===== config.mk =====
export PLATFORM = sky130hd
export DESIGN_NAME = search_module
export DESIGN_NICKNAME = d
export VERILOG_FILES = /design/src/rtl/search_module.sv
export SDC_FILE = /design/constraint.sdc
export NUM_CORES = 1
export LEC_CHECK = 0
export BUFFER_PORTS_ARGS = -buffer_cell sky130_fd_sc_hd__buf_2
export CAP_MARGIN = 20
export CORE_MARGIN = 2
export CORE_UTILIZATION = 50
export DETAILED_ROUTE_END_ITERATION = 7
export PLACE_DENSITY = 0.79
export SLEW_MARGIN = 10
export SYNTH_ARGS = -nofsm -noshare
export SYNTH_HDL_FRONTEND = slang
export SYNTH_SLANG_ARGS = --single-unit

===== constraint.sdc =====
create_clock -name clk -period 3.46 [get_ports clk]
set_input_delay 0.173 -clock clk [delete_from_list [all_inputs] [get_ports clk]]
set_output_delay 0.173 -clock clk [all_outputs]
set_load 0.01 [all_outputs]

===== src/rtl/search_module.sv =====
// search_module
//   Searches for maximal-length feedback tap sets for a SIZE-bit shift register.
//   A 32-bit Galois PRNG proposes tap positions; each complete candidate is
//   then exercised from S=1 and accepted only if S returns to 1 after exactly
//   2^SIZE-1 steps.
//
// Ports
//   clk      in   single clock, rising edge
//   rst_n    in   asynchronous active-low reset
//   start    in   launches the search when sampled high in IDLE
//   ext_res  in   host acknowledge; releases a held result in FOUND
//   found    out  a maximal-length tap set is held on co_buf
//   started  out  sticky, set on the edge that leaves IDLE
//   co_buf   out  tap set, tap k in bits [8k+7:8k]
//
// state | meaning
// IDLE  | waiting for start
// GEN   | drawing PRNG bytes into tap slots, one draw per cycle
// TEST  | stepping the candidate register, counting the period
// FOUND | maximal-length candidate held until ext_res

module search_module #(
  parameter int NUM_OF_TAPS = 6,
  parameter int SIZE        = 20,
  parameter int SEED        = 1351
) (
  input  logic                     clk,
  input  logic                     rst_n,
  input  logic                     start,
  input  logic                     ext_res,
  output logic                     found,
  output logic                     started,
  output logic [NUM_OF_TAPS*8-1:0] co_buf
);

  localparam logic [31:0]     PRNG_INIT = (SEED == 0) ? 32'd1 : 32'(SEED);
  localparam logic [31:0]     PRNG_POLY = 32'h8020_0003;
  localparam int              KW        = (NUM_OF_TAPS > 1) ? $clog2(NUM_OF_TAPS) : 1;
  localparam logic [KW-1:0]   K_LAST    = KW'(NUM_OF_TAPS - 1);
  // Counter value on the step that would be the (2^SIZE-1)th.
  localparam logic [SIZE-1:0] C_LAST    = {SIZE{1'b1}} - SIZE'(1);
  localparam logic [SIZE-1:0] S_ONE     = SIZE'(1);

  typedef enum logic [1:0] {IDLE, GEN, TEST, FOUND} state_e;

  state_e          state_q, state_d;
  logic [31:0]     prng_q, prng_d;
  logic [KW-1:0]   k_q, k_d;
  logic [7:0]      slot_q [NUM_OF_TAPS];
  logic [7:0]      slot_d [NUM_OF_TAPS];
  logic [SIZE-1:0] s_q, s_d;
  logic [SIZE-1:0] c_q, c_d;
  logic            found_q, found_d;
  logic            started_q, started_d;

  logic            fb;
  logic [SIZE-1:0] s_next;
  logic [7:0]      pbyte;
  logic            accept;

  always_ff @(posedge clk or negedge rst_n) begin
    if (!rst_n) begin
      state_q   <= IDLE;
      prng_q    <= PRNG_INIT;
      k_q       <= '0;
      s_q       <= S_ONE;
      c_q       <= '0;
      found_q   <= 1'b0;
      started_q <= 1'b0;
      for (int i = 0; i < NUM_OF_TAPS; i++) slot_q[i] <= 8'd0;
    end else begin
      state_q   <= state_d;
      prng_q    <= prng_d;
      k_q       <= k_d;
      s_q       <= s_d;
      c_q       <= c_d;
      found_q   <= found_d;
      started_q <= started_d;
      for (int i = 0; i < NUM_OF_TAPS; i++) slot_q[i] <= slot_d[i];
    end
  end

  always_comb begin
    // Tap positions are runtime values; a compare per bit avoids an
    // over-wide dynamic index into s_q.
    fb = s_q[0];
    for (int i = 0; i < NUM_OF_TAPS; i++)
      for (int j = 0; j < SIZE; j++)
        if (slot_q[i] == 8'(j)) fb = fb ^ s_q[j];
    s_next = {fb, s_q[SIZE-1:1]};
    pbyte  = prng_q[7:0];
    accept = (pbyte != 8'd0) && (pbyte <= 8'(SIZE - 1));

    state_d   = state_q;
    prng_d    = prng_q;
    k_d       = k_q;
    s_d       = s_q;
    c_d       = c_q;
    found_d   = found_q;
    started_d = started_q;
    for (int i = 0; i < NUM_OF_TAPS; i++) slot_d[i] = slot_q[i];

    case (state_q)
      IDLE: begin
        if (start) begin
          state_d   = GEN;
          started_d = 1'b1;
        end
      end
      GEN: begin
        prng_d = {1'b0, prng_q[31:1]} ^ (prng_q[0] ? PRNG_POLY : 32'd0);
        if (accept) begin
          for (int i = 0; i < NUM_OF_TAPS; i++)
            if (k_q == KW'(i)) slot_d[i] = pbyte;
          if (k_q == K_LAST) begin
            k_d     = '0;
            state_d = TEST;
            s_d     = S_ONE;
            c_d     = '0;
          end else begin
            k_d = k_q + KW'(1);
          end
        end
      end
      TEST: begin
        s_d = s_next;
        c_d = c_q + S_ONE;
        if (s_next == S_ONE) begin
          if (c_q == C_LAST) begin
            state_d = FOUND;
            found_d = 1'b1;
          end else begin
            state_d = GEN;
          end
        end else if (c_q == C_LAST) begin
          // Full period elapsed without returning: register is stuck.
          state_d = GEN;
        end
      end
      FOUND: begin
        if (ext_res) begin
          state_d = GEN;
          found_d = 1'b0;
        end
      end
      default: state_d = IDLE;
    endcase
  end

  always_comb begin
    for (int i = 0; i < NUM_OF_TAPS; i++) co_buf[8*i +: 8] = slot_q[i];
  end

  assign found   = found_q;
  assign started = started_q;

endmodule


# After elaboration in Yosys (flattened, before gate mapping)
# Cells that the tools add are included.
[totals] ff_bits=127 in_bits=4 out_inout_bits=50 elab_cells=430
[op_classes] add_sub_neg=2 n_lt_le_gt_ge=1 eq_ne=131 muxes=140 bitwise_logic=120 reduce_logical=23
[ops] cell="$eq 8x4->1 const B" count=48
[ops] cell="$eq 8x3->1 const B" count=24
[ops] cell="$eq 8x5->1 const B" count=24
[ops] cell="$mux 1" count=123
[ops] cell="$xor 1x1->1" count=119
[ops] cell="$eq 8x2->1 const B" count=12
[ops] cell="$mux 20" count=4
[ops] cell="$pmux 20 s2" count=2
[ops] cell="$eq 8x1->1 const B" count=6
[ops] cell="$logic_not 8->1" count=6
[ops] cell="$mux 32" count=1
[ops] cell="$xor 31x32->32" count=1
[ops] cell="$reduce_and 3->1" count=7
[ops] cell="$add 20x1->20 const B" count=1
[ops] cell="$eq 20x1->1 const B" count=1
[ops] cell="$eq 20x20->1 const B" count=1
[ops] cell="$mux 2" count=7
[ops] cell="$ne 2x2->1 const B" count=6
[ops] cell="$le 8x5->1 const B" count=1
[ops] cell="$pmux 2 s4" count=1
[ops] cell="$reduce_bool 8->1" count=1
[ops] cell="$eq 3x2->1 const B" count=2
[ops] cell="$eq 3x3->1 const B" count=2
[ops] cell="$reduce_and 5->1" count=1
[ops] cell="13 further kinds" count=16

# Depth between registers and ports, before layout
[logic_depth] ltp_word=243 mapped_depth=17 ltp_nobuf=16

# Worst setup path after synthesis
# OpenSTA, ideal clock, no wires.
[synth_path] path_type="flip-flop to flip-flop" from="reg slot_q (netlist bit co_buf[45])" to="reg found_q, in the netlist found" setup_time_ns=0.127 arrival_time_ns=3.059 required_time_ns=3.333 path_slack_ns=0.274 path_stages_with_launch=16 n_path_buf=0 synth_period_minus_slack_ns=3.186 path_cell_list="dfrtp_1 or3_4 or2_1 nor4b_2 xor2_1 xnor2_1 xnor3_1 xnor2_1 xnor3_2 ha_1 nand4_1 nor4_1 nand3_1 nor2_1 mux2i_1 o21ai_0"
[synth_via] elab_chain_len=43 word_cells_on_any_way=62 classes_between="21 x eq/ne; 20 x mux; 19 x bitwise; 2 x reduce/logical"
[synth_lines] item="start, declared" line="49" text="logic [7:0] slot_q [NUM_OF_TAPS];"
[synth_lines] item="$logic_not 8->1" line="89" text="if (slot_q[i] == 8'(j)) fb = fb ^ s_q[j];"
[synth_lines] item="$mux 1" line="89"
[synth_lines] item="$xor 1x1->1" line="89"
[synth_lines] item="$mux 1" line="89"
[synth_lines] item="$xor 1x1->1" line="89"
[synth_lines] item="$mux 1" line="89"
[synth_lines] item="$xor 1x1->1" line="89"
[synth_lines] item="$mux 1" line="89"
[synth_lines] item="(+27 left out)"
[synth_lines] item="$mux 1" line="89"
[synth_lines] item="$xor 1x1->1" line="89"
[synth_lines] item="$mux 1" line="89"
[synth_lines] item="$xor 1x1->1" line="89"
[synth_lines] item="$mux 1 *" line="89"
[synth_lines] item="$eq 20x1->1 *" line="128" text="if (s_next == S_ONE) begin"
[synth_lines] item="$ne 2x2->1 (no line) *"
[synth_lines] item="$reduce_and 4->1 (no line) *"
[synth_lines] item="end signal, assigned" line="77" text="found_q <= found_d;"
[synth_lines] item="end, declared" line="53" text="logic found_q, found_d;"
# Every way passes the cells marked *; elsewhere a longest branch is shown, timed or not.
# A chain may end at the register's enable or synchronous reset.

# Worst setup path after layout
[layout_path] from="reg slot_q (netlist bit co_buf[45])" to="reg state_q[0]"
[layout_via] elab_chain_len=43 word_cells_on_any_way=64 classes_between="21 x eq/ne; 22 x mux; 19 x bitwise; 2 x reduce/logical"
[layout_lines] item="$logic_not 8->1" line="89"
[layout_lines] item="$mux 1" line="89"
[layout_lines] item="$xor 1x1->1" line="89"
[layout_lines] item="$mux 1" line="89"
[layout_lines] item="$xor 1x1->1" line="89"
[layout_lines] item="$mux 1" line="89"
[layout_lines] item="$xor 1x1->1" line="89"
[layout_lines] item="$mux 1" line="89"
[layout_lines] item="(+27 left out)"
[layout_lines] item="$mux 1" line="89"
[layout_lines] item="$xor 1x1->1" line="89"
[layout_lines] item="$mux 1" line="89"
[layout_lines] item="$xor 1x1->1" line="89"
[layout_lines] item="$mux 1 *" line="89"
[layout_lines] item="$eq 20x1->1 *" line="128"
[layout_lines] item="$ne 3x3->1 (no line) / $mux 2 (equally long branches)"
[layout_lines] item="$reduce_and 5->1 (no line) / $pmux 2 s4 (equally long branches)"
[layout_lines] item="end signal, assigned" line="72" text="state_q <= state_d;"
[layout_lines] item="end, declared" line="46" text="state_e state_q, state_d;"
# Marks and branches as above.

==> results_dict.tcl <==
set metrics [dict create \
    setup_ws_ns -0.0442 \
    cts_root_buf "clkbuf_16" \
    n_fill_cell 1023 \
    cpPeakStageDelay_ns 0.42 \
    finalWeightedCongestion 0.978 \
    rsz0062_at_grt "yes" \
    violations "negative setup slack" \
    wl_per_cell_um 19.4 \
    detailed_place_hpwl_um 11500 \
    fin_crit_sh_pct 101 \
    fin_util_pct 60.6 \
    reg2reg_depth 16 \
    p_leak_uw 0.00365 \
    period_minus_slack_ns 3.50 \
    antenna_found_initial 0 \
    grt_max_degree 69 \
    multi_input_area_um2 3300 \
    post_dp_cell_area_um2 7310 \
    cp_max_fo 4 \
    routed_wl_um 17100 \
    start_util_pct 51.0 \
    tns_ns -0.111 \
    area_delta_synth_final_pct 18.9 \
    grt_overflow 0 \
    max_slew_margin_pct 40.8 \
    synthFlopType "dfrtp_1" \
    syn-instance-count 621 \
    fin_skew_ns 0.00445 \
    clock.fmax_mhz 285 \
    dr.pass1.iters 5 \
    fin_nets 705 \
    ant_nets 0 \
    cts.path.max_buffers 2 \
    grt_util_met2_pct 40.4 \
    htree_levels 4 \
    dp_slack_ns -0.0196 \
    synthArstFlopShare_pct 100 \
    rows 42 \
    r2r_start "co_buf[45]" \
    die_h_um 120 \
    final_area_um2 8000 \
    grt.busiest_layer "met2" \
    syn_nets 635 \
    core_um2 13200 \
    hp-class "in -> reg" \
    io_pins 54 \
    drive_above_1_share_pct 30.4 \
    setup_viol 3 \
    first_global_vias 5149 \
    synth_area_um2 6730 \
    crit_end "state_q[0]" \
    mostFrequentLayoutCells "dfrtp_1 (120), nand2_1 (56), mux2_2 (55), buf_2 (52), buf_4 (45)" \
    clk_pin_slew_ns 0.05 \
    synthAdderAreaFrac_pct 1.86 \
    grt_pass1_wl_um 27300 \
    drc_errors 0 \
    synth_warnings 0 \
    p_per_area_nw_per_um2 846 \
    drv_cap 0 \
    arrival_ns 3.81 \
    synth_seq_cells 127 \
    r2r_end "state_q[0]" \
    clock_latency_ns 0.42 \
    numCtsBuffers 17 \
    synth_area_per_cell_um2 10.8 \
    die_area_um2 14400 \
    seq_area_um2 3190 \
    first_iter_violations 492 \
    setup.worst_path.start "co_buf[45]" \
    synth-xor-area-share_pct 4.31 \
    grtUsageTotal_pct 24.7 \
    yosysSeqAreaShare_pct 47.4 \
    synth_compound_area_share_pct 11.2 \
    peakVddDrop_v 0.000555 \
    crit_chain "or3_4 > or2_1 > nor4b_2 > xor2_1 > xnor2_1 > xnor3_1 > xnor2_1 > xnor3_2 > ha_4 > nand4_1 > nor4_2 > nand3_1 > nand3_1 > o2111ai_2 > nand2_1 > o21ai_1" \
    diodes 0 \
    clkSinkCount 127 \
    worstMarginPinSlew_ns 0.888 \
    use_met3_pct 5.47 \
    die_x_um 120 \
    end_kind "flip-flop" \
    met1_usage_pct 31.6 \
    outcome "finished, violations left" \
    yosys-mux-area-fraction_pct 14.8 \
    critical_path_required_ns 3.77 \
    crit_slowest_cell "or3_4" \
    synth_top_family_by_area "simple AND/OR/NAND/NOR gates" \
    cp-start-kind "flip-flop" \
    via_per_inst 5.99 \
    critPathKind "reg -> reg" \
    rrSetupSlack_ns -0.04 \
    cts_tree "done" \
    final_common_cell "dfrtp_1" \
    num_vias 5273 \
    synthSimpleGateAreaFrac_pct 16.3 \
    portBuffers 53 \
    maxSlewViolCount 0 \
    ys_types 70 \
    synth_edf_count 0 \
    hold_viol 0 \
]
==> how the worst min path moves through the flow <==
| stage | depth (start not counted) | from | slack (ns) | end |
|---|---|---|---|---|
| after floorplan | 0 | rst_n | -0.12 | c_q[0] |
| after global placement | 1 | rst_n | 0.33 | co_buf[33] |
| after detailed placement | 1 | rst_n | 0.35 | co_buf[35] |
| after CTS | 4 | ext_res | 0.07 | found |
| after global routing | 4 | ext_res | 0.11 | found |
| final | 4 | ext_res | 0.07 | found |
==> logic make-up (layout without fill, tap and decap cells) <==
family,after synthesis,after routing
AO/OA/AOI/OAI,113,113
XOR/XNOR,29,29
adder cells (fa/ha/maj),10,10
buffers and inverters,61,144
flip-flops,127,127
multiplexers,82,82
AND/OR/NAND/NOR,199,199
==> through the flow <==
stage | hold slack, ns | power [µW] | cells
CTS | 0.0684 | 6700 | 880
global route | 0.105 | 7120 | 880
detailed placement | 0.350 | 4760 | 846
global placement | 0.334 | 4670 | 846
floorplan | -0.123 | 4070 | 621
finish | 0.0689 | 6770 | 880
==> where the power goes <==
part           internal, µW  switching, µW  total (µW)
Combinational          1310           1150        2460
Sequential             1900            517        2420
Clock                  1240            652        1890
Total                  4450           2320        6770
==> cells in the mapped netlist (4+ instances only) <==
library cell / count / area (µm²)
clkbuf_1: 23 / 86.3
nor3b_1: 5 / 37.5
xor2_1: 14 / 123
mux2_2: 55 / 619
a22o_1: 19 / 166
mux4_2: 8 / 180
inv_1: 13 / 48.8
or3_1: 10 / 62.6
and2_1: 10 / 62.6
nand3_1: 11 / 55.1
ha_1: 10 / 125
nor4_1: 6 / 37.5
o21ai_0: 30 / 150
mux2_1: 4 / 45.0
dfrtp_1: 120 / 3000
dfstp_2: 7 / 184
xnor2_1: 12 / 105
nand3b_1: 7 / 52.6
mux2i_1: 15 / 150
nor2_1: 33 / 124
a21oi_1: 20 / 100
a22oi_1: 6 / 45.0
o21ai_1: 6 / 30.0
nand2_1: 56 / 210
nor2b_1: 15 / 93.8
a21o_1: 4 / 30.0
nor3_1: 8 / 40.0
buf_2: 15 / 75.1
and3_1: 6 / 37.5
nand4_1: 8 / 50.1
==> critical path: cells and delay by family (launching register included) <==
kind | cells | cell delay (ns)
XOR/XNOR | 5 | 1.07
AO/OA/AOI/OAI | 2 | 0.20
flip-flops | 1 | 0.39
AND/OR/NAND/NOR | 8 | 1.61
adder cells (fa/ha/maj) | 1 | 0.12
==> registers in the layout, summed over array words and instances (netlist names) <==
| name | flops |
|---|---|
| found | 1 |
| s_q | 20 |
| k_q | 3 |
| co_buf | 48 |
| c_q | 20 |
| state_q | 2 |
| started | 1 |
| prng_q | 32 |
==> layout make-up <==
type	count	share of cell area (%)
clock inverters	10	2.00
repair buffers	99	7.73
clock buffers	22	5.80
multi-input cells	433	41.3
flip-flops and latches	127	39.8
inverters	13	0.610
well taps	176	2.75
==> layer usage <==
layer,vias to the layer above,share of wire (%)
met1,2644,41
met5,-,0
met3,53,6.7
met2,205,49
li1,2371,-
met4,0,3.3
==> what timing repair did <==
item | 4_1_cts | 5_1_grt
pin swaps | 0 | 6
buffers inserted | 0 | 0
endpoints found under the hold margin | 62 | 0
hold buffers | 2 | 0
setup endpoints to repair | 3 | 5
gates resized for setup | 3 | 6
No activity file was read; power rests on OpenSTA's default activity.
